## src/rtl/ps2_scan_receiver.sv

```systemverilog
// PS/2 device-to-host scancode receiver.
// This module synchronises and deglitches the PS/2 clock and data lines, then deframes 11-bit frames.
// The E0 (extended) and F0 (break) prefixes are folded into flags, and one strobe is raised per key event.
// Optional feature: define PS2RX_PARITY_CHECK_EN to reject bytes whose parity is wrong.
module ps2_scan_receiver #(
  parameter int unsigned FILTER_LEN     = 8,
  parameter int unsigned TIMEOUT_CYCLES = 56000
) (
  input  logic       clk,
  input  logic       rst_n,
  input  logic       enable_rcv,
  input  logic       ps2clk_ext,
  input  logic       ps2data_ext,
  output logic       kb_interrupt,
  output logic [7:0] scancode,
  output logic       released,
  output logic       extended,
  output logic       frame_err
);

  localparam int unsigned FW = (FILTER_LEN > 2) ? $clog2(FILTER_LEN) : 1;
  localparam int unsigned TW = $clog2(TIMEOUT_CYCLES);

  typedef enum logic [1:0] {
    S_IDLE,
    S_DATA,
    S_PARITY,
    S_STOP
  } state_t;

  logic          clk_s1, clk_s2, dat_s1, dat_s2;
  logic          filt_clk;
  logic [FW-1:0] fcnt;
  logic          fe;
  state_t        state;
  logic [2:0]    bitcnt;
  logic [7:0]    shreg;
  logic [TW-1:0] tcnt;
  logic          ext_pend, rel_pend;
  logic          parity_pass_c;

`ifdef PS2RX_PARITY_CHECK_EN
  logic par_bit;
  assign parity_pass_c = ^{shreg, par_bit};
`else
  assign parity_pass_c = 1'b1;
`endif

  // Two-flop synchronisers for both raw lines; idle level is high
  always_ff @(posedge clk) begin
    if (!rst_n) begin
      clk_s1 <= 1'b1;
      clk_s2 <= 1'b1;
      dat_s1 <= 1'b1;
      dat_s2 <= 1'b1;
    end else begin
      clk_s1 <= ps2clk_ext;
      clk_s2 <= clk_s1;
      dat_s1 <= ps2data_ext;
      dat_s2 <= dat_s1;
    end
  end

  // Clock deglitch filter: flip only after FILTER_LEN consecutive differing samples, flag falling edges
  always_ff @(posedge clk) begin
    if (!rst_n) begin
      filt_clk <= 1'b1;
      fcnt     <= '0;
      fe       <= 1'b0;
    end else begin
      fe <= 1'b0;
      if (clk_s2 == filt_clk) begin
        fcnt <= '0;
      end else if (fcnt == FW'(FILTER_LEN - 1)) begin
        filt_clk <= clk_s2;
        fcnt     <= '0;
        fe       <= filt_clk;
      end else begin
        fcnt <= FW'(fcnt + 1'b1);
      end
    end
  end

  // Frame deframer, timeout, prefix folding and event outputs
  always_ff @(posedge clk) begin
    if (!rst_n) begin
      state        <= S_IDLE;
      bitcnt       <= 3'd0;
      shreg        <= 8'h00;
      tcnt         <= '0;
      ext_pend     <= 1'b0;
      rel_pend     <= 1'b0;
      kb_interrupt <= 1'b0;
      frame_err    <= 1'b0;
      scancode     <= 8'h00;
      released     <= 1'b0;
      extended     <= 1'b0;
`ifdef PS2RX_PARITY_CHECK_EN
      par_bit      <= 1'b0;
`endif
    end else begin
      kb_interrupt <= 1'b0;
      frame_err    <= 1'b0;
      if (!enable_rcv) begin
        // Host owns the line: drop any partial frame without complaint
        state <= S_IDLE;
        tcnt  <= '0;
      end else if (fe) begin
        tcnt <= '0;
        case (state)
          S_IDLE: begin
            if (!dat_s2) begin
              state  <= S_DATA;
              bitcnt <= 3'd0;
            end
          end
          S_DATA: begin
            shreg  <= {dat_s2, shreg[7:1]};
            bitcnt <= 3'(bitcnt + 1'b1);
            if (bitcnt == 3'd7) state <= S_PARITY;
          end
          S_PARITY: begin
`ifdef PS2RX_PARITY_CHECK_EN
            par_bit <= dat_s2;
`endif
            state <= S_STOP;
          end
          S_STOP: begin
            state <= S_IDLE;
            if (dat_s2 && parity_pass_c) begin
              case (shreg)
                8'hE0: ext_pend <= 1'b1;
                8'hF0: rel_pend <= 1'b1;
                default: begin
                  scancode     <= shreg;
                  extended     <= ext_pend;
                  released     <= rel_pend;
                  kb_interrupt <= 1'b1;
                  ext_pend     <= 1'b0;
                  rel_pend     <= 1'b0;
                end
              endcase
            end else begin
              frame_err <= 1'b1;
            end
          end
          default: state <= S_IDLE;
        endcase
      end else if (state != S_IDLE) begin
        if (tcnt == TW'(TIMEOUT_CYCLES - 1)) begin
          state     <= S_IDLE;
          frame_err <= 1'b1;
          tcnt      <= '0;
        end else begin
          tcnt <= TW'(tcnt + 1'b1);
        end
      end else begin
        tcnt <= '0;
      end
    end
  end

endmodule

```

## config.mk

```make
export PLATFORM = sky130hd
export DESIGN_NAME = ps2_scan_receiver
export DESIGN_NICKNAME = d
export VERILOG_FILES = /design/src/rtl/ps2_scan_receiver.sv
export SDC_FILE = /design/constraint.sdc
export NUM_CORES = 1
export LEC_CHECK = 0
export CORE_ASPECT_RATIO = 0.75
export CORE_UTILIZATION = 43
export CTS_BUF_LIST = sky130_fd_sc_hd__clkbuf_8
export DETAILED_ROUTE_END_ITERATION = 6
export GPL_ROUTABILITY_DRIVEN = 0
export GPL_TIMING_DRIVEN = 0
export SLEW_MARGIN = 20
export SYNTH_ARGS = -nofsm -noshare
export SYNTH_HDL_FRONTEND = slang
export SYNTH_SLANG_ARGS = --single-unit
export TNS_END_PERCENT = 30
```

## constraint.sdc

```tcl
create_clock -name clk -period 4 [get_ports clk]
set_input_delay 0.8 -clock clk [delete_from_list [all_inputs] [get_ports clk]]
set_output_delay 0.8 -clock clk [all_outputs]
set_load 0.02 [all_outputs]
```

# After elaboration in Yosys (flattened, before gate mapping)
# Index checks and enable logic that the tools add are counted.
# totals
regBits	52
in_bits	5
output_inout_bits	12
# op_classes
eq_ne	12
bitwise_logic	8
n_mux	16
reduce_logical	18
n_addsub	3
# op_table
operator	count
AND reduction 5 bit	4
adder 16 x 1 -> 16 bit, second input constant	1
equality test 16 bit, second input constant	1
equality test 8 bit, second input constant	2
two-way mux 2 bit	5
NOT 1 bit	8
case mux 2 bit (4 select lines)	1
AND reduction 4 bit	2
nonzero test 2 bit	4
adder 3 x 1 -> 3 bit, second input constant	2
equality test 3 bit, second input constant	2
two-way mux 1 bit	6
!= test 3 bit, second input constant	2
case mux 3 bit (2 select lines)	1
OR reduction 3 bit	2
OR reduction 5 bit	1
equality test 2 bit, second input constant	2
case mux 1 bit (2 select lines)	2
AND reduction 2 bit	2
two-way mux 3 bit	1
AND reduction 3 bit	1
equality test 2 x 1 -> 1 bit, second input constant	1
logical NOT 2 bit	1
!= test 2 bit, second input constant	1
2 further kinds	2

# Logic depth before layout (Yosys ltp)
# Gate-level depths: netlist (run 1).
# logic_depth
word_depth	4
mapped_depth	6
mapped_depth_nobuf	6

# Worst setup path before layout (run 1)
# No wires, ideal clock.
# synth_path
path_type	reg-to-reg
from	reg tcnt[0]
to	reg tcnt[12]
period_less_slack_ns	1.844
setup_ns	0.117
t_arrival_ns	1.727
stages_incl_launch_ff	7
setup_slack_ns	2.156
path_buffers	1
path_cell_list	dfxtp_1 > ha_1 > nand4_2 > or4_4 > nand2_1 > buf_2 > nor2_1
# synth_via
elab_chain_len	2
word_cells_on_any_way	3
cone_classes	1 x add/sub; 1 x eq/ne; 1 x reduce/logical
# synth_rtl
element	line	source
start: declaration	38	logic [TW-1:0] tcnt;
start signal: assignment	155	tcnt <= TW'(tcnt + 1'b1);
parallel branches: the longest is 2 deep, another holds adder 16 x 1 -> 16 bit	n/a	
# Parallel ways; which one is timed is not known.
# A chain may end at the register's enable or synchronous reset.

# Worst setup path in the final report (run 1)
# layout_path
from	in enable_rcv
to	reg scancode[1]
# layout_via
elab_chain_len	1
# layout_rtl
element	line	source
start: declaration	11	input logic enable_rcv,
AND reduction 5 bit (no source line)	n/a	
end signal: assignment	135	scancode <= shreg;
end: declaration	15	output logic [7:0] scancode,
# Every way passes these cells.

==> impl_metrics.json, run 1 <==
{
  "path_cells": "clkdlybuf4s50_1, nand4_1, a31oi_1, and2_1, clkbuf_1, a22o_1",
  "cp-end-kind": "flip-flop",
  "dp_hpwl_um": 2790,
  "clk_pin_slew_worst_paths_ps": 90,
  "seq_area_frac_synth_pct": 49.1,
  "relSlewSlack_pct": 64.2,
  "fin_nets": 248,
  "cts-root-buf": "clkbuf_8",
  "first_pass_iters": 4,
  "reg2reg_slack_ps": 1900,
  "leakage_uw": 0.000890,
  "min_period_over_period_pct": 55.4,
  "drtIter0Drc": 73,
  "place_ws_ps": 1470,
  "n_antenna_cell": 0,
  "path_max_fanout": 10,
  "wl_um": 3680,
  "yosysWarnings": 0,
  "status": "finished clean",
  "fin_crit_ps": 2220,
  "area_growth_pct": 16.0,
  "reg2reg_from": "tcnt[0]",
  "avgSynthCellArea_sq_um": 10.0,
  "cp-start-kind": "input port",
  "rr_worst_depth": 6,
  "grt_overflow": 0,
  "cts_tree": "yes",
  "worst_slew_pin_slew_ps": 536,
  "path_delay_family": "buffers and inverters",
  "grt_max_degree": 16,
  "ant_nets": 0,
  "hold_viol": 0,
  "clock-sinks": 52,
  "cts_setup_buffers": 0,
  "cp.arrival_ps": 2460,
  "max_stage_delay_ps": 520,
  "path_class": "in2reg",
  "slowest_stage": "clkdlybuf4s50_1",
  "fp.dieH_um": 62.8,
  "ys_ff_latch": 52,
  "rsz0062_at_grt": "false",
  "pin_count": 17,
  "core_region_area_sq_um": 4600,
  "hp-start": "clk_s1",
  "netlist_instances": 211,
  "initial_utilization_pct": 46.1,
  "netlist-cell-type-count": 33,
  "ys.flop_type": "dfxtp_1",
  "hold_buffers": 0,
  "ir_worst_vdd_mv": 0.162,
  "syn-cell-area_sq_um": 2120,
  "setup_tns_ps": 0,
  "viasPerCell": 5.01,
  "clk_latency_ps": 300,
  "grt_pass1_vias": 1372,
  "worst_clock_skew_ps": 7.44,
  "drt-wirelength-per-cell_um": 12.6,
  "synth_edf_count": 0,
  "crit_buf_inv": 2,
  "p_per_area_nw_per_um2": 359,
  "cp.required_ps": 4240,
  "cap_violations": 0,
  "finalSetupViolCount": 0,
  "cts_made_buffers": 5,
  "fmax_mhz": 451,
  "hold_end": "clk_s2",
  "io_buffers": 16,
  "grt_usage_pct": 15.4,
  "hold_class": "reg2reg",
  "clockBufferDepth": 2,
  "drc": 0,
  "syn_nets": 225,
  "grt_pass1_wl_um": 6400,
  "min_path_cells": 1,
  "maxSlewViolCount": 0,
  "dieArea_sq_um": 5220,
  "worstSetupStartpoint": "enable_rcv",
  "async_reset_ff_share_pct": 0,
  "antenna_found_initial": 0,
  "setup_slack_ps": 1780,
  "via_count": 1463,
  "r2r_end": "tcnt[5]",
  "drive_gt1_share_pct": 5.11,
  "rows": 21,
  "cts_max_level": 2,
  "ctsResizeCount": 0,
  "die_w_um": 83.1
}
[synthesized netlist by cell type (2+ instances only)]
| cell type | instances | area [sq um] |
|---|---|---|
| dfxtp_1 | 52 | 1040 |
| nor2_1 | 20 | 75.1 |
| nor2b_1 | 15 | 93.8 |
| xnor2_1 | 13 | 114 |
| mux2i_1 | 12 | 120 |
| a22o_1 | 10 | 87.6 |
| nand2_1 | 10 | 37.5 |
| ha_1 | 9 | 113 |
| nand2b_1 | 7 | 43.8 |
| nand3_1 | 7 | 35.0 |
| inv_1 | 6 | 22.5 |
| nor3_1 | 6 | 30.0 |
| a21oi_1 | 5 | 25.0 |
| and2_1 | 5 | 31.3 |
| clkbuf_1 | 5 | 18.8 |
| nand4_1 | 5 | 31.3 |
| nand3b_1 | 3 | 22.5 |
| nor4_1 | 3 | 18.8 |
| mux2_2 | 2 | 22.5 |
| nand4bb_1 | 2 | 22.5 |
| xor2_1 | 2 | 17.5 |
[layer usage]
metal,vias up,wire (um),global-route usage (%)
met3,8,120,3.96
met1,664,2070,22.7
met4,0,60,6.47
li1,770,-,-
met5,-,0,0
met2,21,1430,21.1
[placed cells by master, fill, tap and decap left out, types with 6 or more instances in the layout]
master           count
inv_1                7
nor2b_1             15
nand2b_1             7
a22o_1              10
ha_1                 9
clkdlybuf4s50_1     16
nand2_1             10
nor2_1              20
nand3_1              7
dfxtp_1             52
nor3_1               6
xnor2_1             13
mux2i_1             12
[logic make-up (layout without fill, tap and decap cells)]
logic type / Yosys count / count (layout) / share of synthesized area (%)
AOI/OAI and AO/OA: 19 / 19 / 6.61
and+or+nand+nor: 90 / 90 / 23.8
muxes: 14 / 14 / 6.73
xor gates and xnor gates: 15 / 15 / 6.20
DFF: 52 / 52 / 49.1
adders and majority gates: 9 / 9 / 5.31
buffers and inverters: 12 / 36 / 2.18
[worst max-delay path by stage]
stage               cells past startpoint     endpoint  slack [ps]
floorplan                               6     tcnt[12]        2160
global placement                        6  scancode[1]        1480
detailed placement                      6  scancode[5]        1470
CTS                                     6  scancode[0]        1790
global route                            6  scancode[1]        1610
finish                                  6  scancode[1]        1780
[state kept, by name, summed over array words and instances (netlist names)]
name / flops
dat_s2: 1
filt_clk: 1
dat_s1: 1
frame_err: 1
fcnt: 3
ext_pend: 1
rel_pend: 1
kb_interrupt: 1
clk_s1: 1
clk_s2: 1
state: 2
tcnt: 16
scancode: 8
extended: 1
released: 1
shreg: 8
fe: 1
bitcnt: 3
[power by group]
part           internal, uW  total (uW)  switching (uW)  leakage (uW)
Sequential              519         520            1.13      0.000420
Combinational          8.10        15.3            7.24      0.000411
Clock                   183         346             163     0.0000593
Total                   711         882             171      0.000890
[cell type report]
type / count / area [sq um]
fillers: 416 / 2140
flip-flops and latches: 52 / 1040
multi-input cells: 147 / 1030
repair buffers: 16 / 160
well taps: 57 / 71.3
clock buffers: 5 / 68.8
clock inverters: 3 / 38.8
plain buffers: 6 / 23.8
inverters: 6 / 22.5
[stage by stage]
| step | cell area (sq um) | utilization [%] | std cells | hold slack [ps] | power (uW) |
|---|---|---|---|---|---|
| after floorplan | 2120 | - | 211 | 386 | 541 |
| after global placement | 2350 | 51.1 | 284 | 394 | 548 |
| after detailed placement | 2350 | 51.1 | 284 | 397 | 548 |
| after CTS | 2460 | 53.5 | 292 | 418 | 893 |
| after global routing | 2460 | 53.5 | 292 | 440 | 921 |
| final | 2460 | 53.5 | 292 | 414 | 882 |
Power figures use the tool's default switching activity.
==> run 2, diff against run 1 <==
==> constraint.sdc (replaced) <==
create_clock -name clk -period 2.02 [get_ports clk]
set_input_delay 0.404 -clock clk [delete_from_list [all_inputs] [get_ports clk]]
set_output_delay 0.404 -clock clk [all_outputs]
set_load 0.02 [all_outputs]
==> run 2 against run 1 <==
Against the previous run: die area did not move; critical endpoint is now frame_err; highest routed layer unchanged; combinational power grew 99%; routed wire length is 1.1% higher; cell count did not move.
==> impl_metrics.json, run 2 (synthesized netlist as in run 1, its figures left out) <==
{
  "min_period_over_period_pct": 95.3,
  "fp.dieH_um": 62.8,
  "largest_register_ffs": 16,
  "via_count": 1479,
  "pin_count": 17,
  "r2r_end": "frame_err",
  "dp_cells": 284,
  "cp-end-kind": "flip-flop",
  "instances_no_fill": 292,
  "slowest_stage": "or4_4",
  "hold_class": "reg2reg",
  "path_max_fanout": 6,
  "status": "finished clean",
  "multiInputGateArea_sq_um": 1050,
  "cp.depth": 5,
  "rr_worst_depth": 5,
  "ant_nets": 0,
  "relSlewSlack_pct": 64.2,
  "viasPerCell": 5.07,
  "cp.arrival_ps": 2160,
  "cap_violations": 0,
  "io_buffers": 16,
  "clk_pin_slew_worst_paths_ps": 90,
  "path_cells": "ha_2, nand4_4, or4_4, or3_1, a21oi_1",
  "cts_tree": "yes",
  "fill_cells": 418,
  "clk_latency_ps": 300,
  "fmax_mhz": 519,
  "grt_usage_pct": 15.4,
  "top_register": "tcnt",
  "initial_utilization_pct": 46.1,
  "endpoint": "frame_err",
  "dp_hpwl_um": 2790,
  "layout_commonest_cell": "dfxtp_1",
  "p_per_area_nw_per_um2": 704,
  "ir_worst_vdd_mv": 0.321,
  "rows": 21,
  "min_path_cells": 1,
  "crit_buf_inv": 0,
  "worst_slew_pin_slew_ps": 536,
  "grt_overflow": 0,
  "cts_max_level": 2,
  "drc": 0,
  "core_region_area_sq_um": 4600,
  "drt-wirelength-per-cell_um": 12.7,
  "worstSetupStartpoint": "tcnt[1]",
  "place_ws_ps": -109,
  "antenna_found_initial": 0,
  "die_w_um": 83.1,
  "cts-root-buf": "clkbuf_8",
  "maxSlewViolCount": 0,
  "area_growth_pct": 16.8,
  "hold_viol": 0,
  "path_class": "reg2reg",
  "grt_max_degree": 16,
  "setup_tns_ps": 0,
  "grt_pass1_vias": 1372,
  "clockBufferDepth": 2,
  "cts_made_buffers": 5,
  "max_stage_delay_ps": 610,
  "dieArea_sq_um": 5220,
  "cp.required_ps": 2260,
  "reg.largest.list": "tcnt: 16 flops, scancode: 8 flops, shreg: 8 flops",
  "hp-start": "clk_s1",
  "reg2reg_from": "tcnt[1]",
  "grt_pass1_wl_um": 6400,
  "cp-start-kind": "flip-flop",
  "reg2reg_slack_ps": 100,
  "worst_clock_skew_ps": 6.99,
  "n_antenna_cell": 0,
  "clock-sinks": 52,
  "setup_slack_ps": 95.0,
  "wl_um": 3720,
  "drtIter0Drc": 65,
  "final_cell_mix": "51 x dfxtp_1, 20 x nor2_1, 16 x clkdlybuf4s50_1, 15 x nor2b_1, 13 x xnor2_1",
  "path_delay_family": "simple AND/OR/NAND/NOR gates",
  "first_pass_iters": 4,
  "finalSetupViolCount": 0,
  "fin_crit_ps": 1920,
  "leakage_uw": 0.000897,
  "drive_gt1_share_pct": 6.38,
  "fin_nets": 248,
  "seq_area_sq_um": 1040
}
==> run 2: power by group <==
group / switching [uW] / internal (uW) / leakage, uW / total [uW]
logic: 14.4 / 16.0 / 0.000417 / 30.4
clock network: 321 / 363 / 0.0000593 / 683
registers: 2.25 / 1030 / 0.000420 / 1030
total: 337 / 1410 / 0.000897 / 1740
==> run 2: final cells by class <==
cell class,count,area share (%)
Multi-Input combinational cell,147,42.2
Inverter,6,0.910
Sequential cell,52,42.1
Clock buffer,5,2.78
Clock inverter,3,1.57
Buffer,6,1.06
Tap cell,57,2.88
Timing Repair Buffer,16,6.47
==> run 2: worst register-to-register path, cell delays in order, from the launching register on <==
cell and delay [ps]:
dfxtp_1 390, ha_2 250, nand4_4 160, or4_4 610, or3_1 320, a21oi_1 140
==> run 2: repair_timing <==
item,4_1_cts,5_1_grt
setup buffers,0,0
setup endpoints to repair,10,11
hold buffers,0,0
gates resized for setup,2,3
==> run 2: through the flow <==
stage	total power (uW)	hold slack, ps	cell area [sq um]	utilization [%]
global placement	1080	394	2350	51.1
floorplan	1070	386	2120	-
CTS	1770	418	2460	53.6
detailed placement	1080	397	2350	51.1
global route	1820	440	2480	53.9
finish	1740	414	2480	53.9
==> run 2: worst min path at each step <==
stage / endpoint / slack (ps)
2_1_floorplan: clk_s2 / 390
3_3_place_gp: dat_s2 / 390
3_5_place_dp: dat_s2 / 400
4_1_cts: dat_s2 / 420
5_1_grt: clk_s2 / 440
6_report: clk_s2 / 410
==> run 2: layer usage <==
| layer | GRT usage (%) | wire length [um] |
|---|---|---|
| met1 | 22.7 | 2070 |
| met2 | 21.1 | 1480 |
| met3 | 3.96 | 118 |
| met4 | 6.47 | 60 |
| met5 | 0 | 0 |
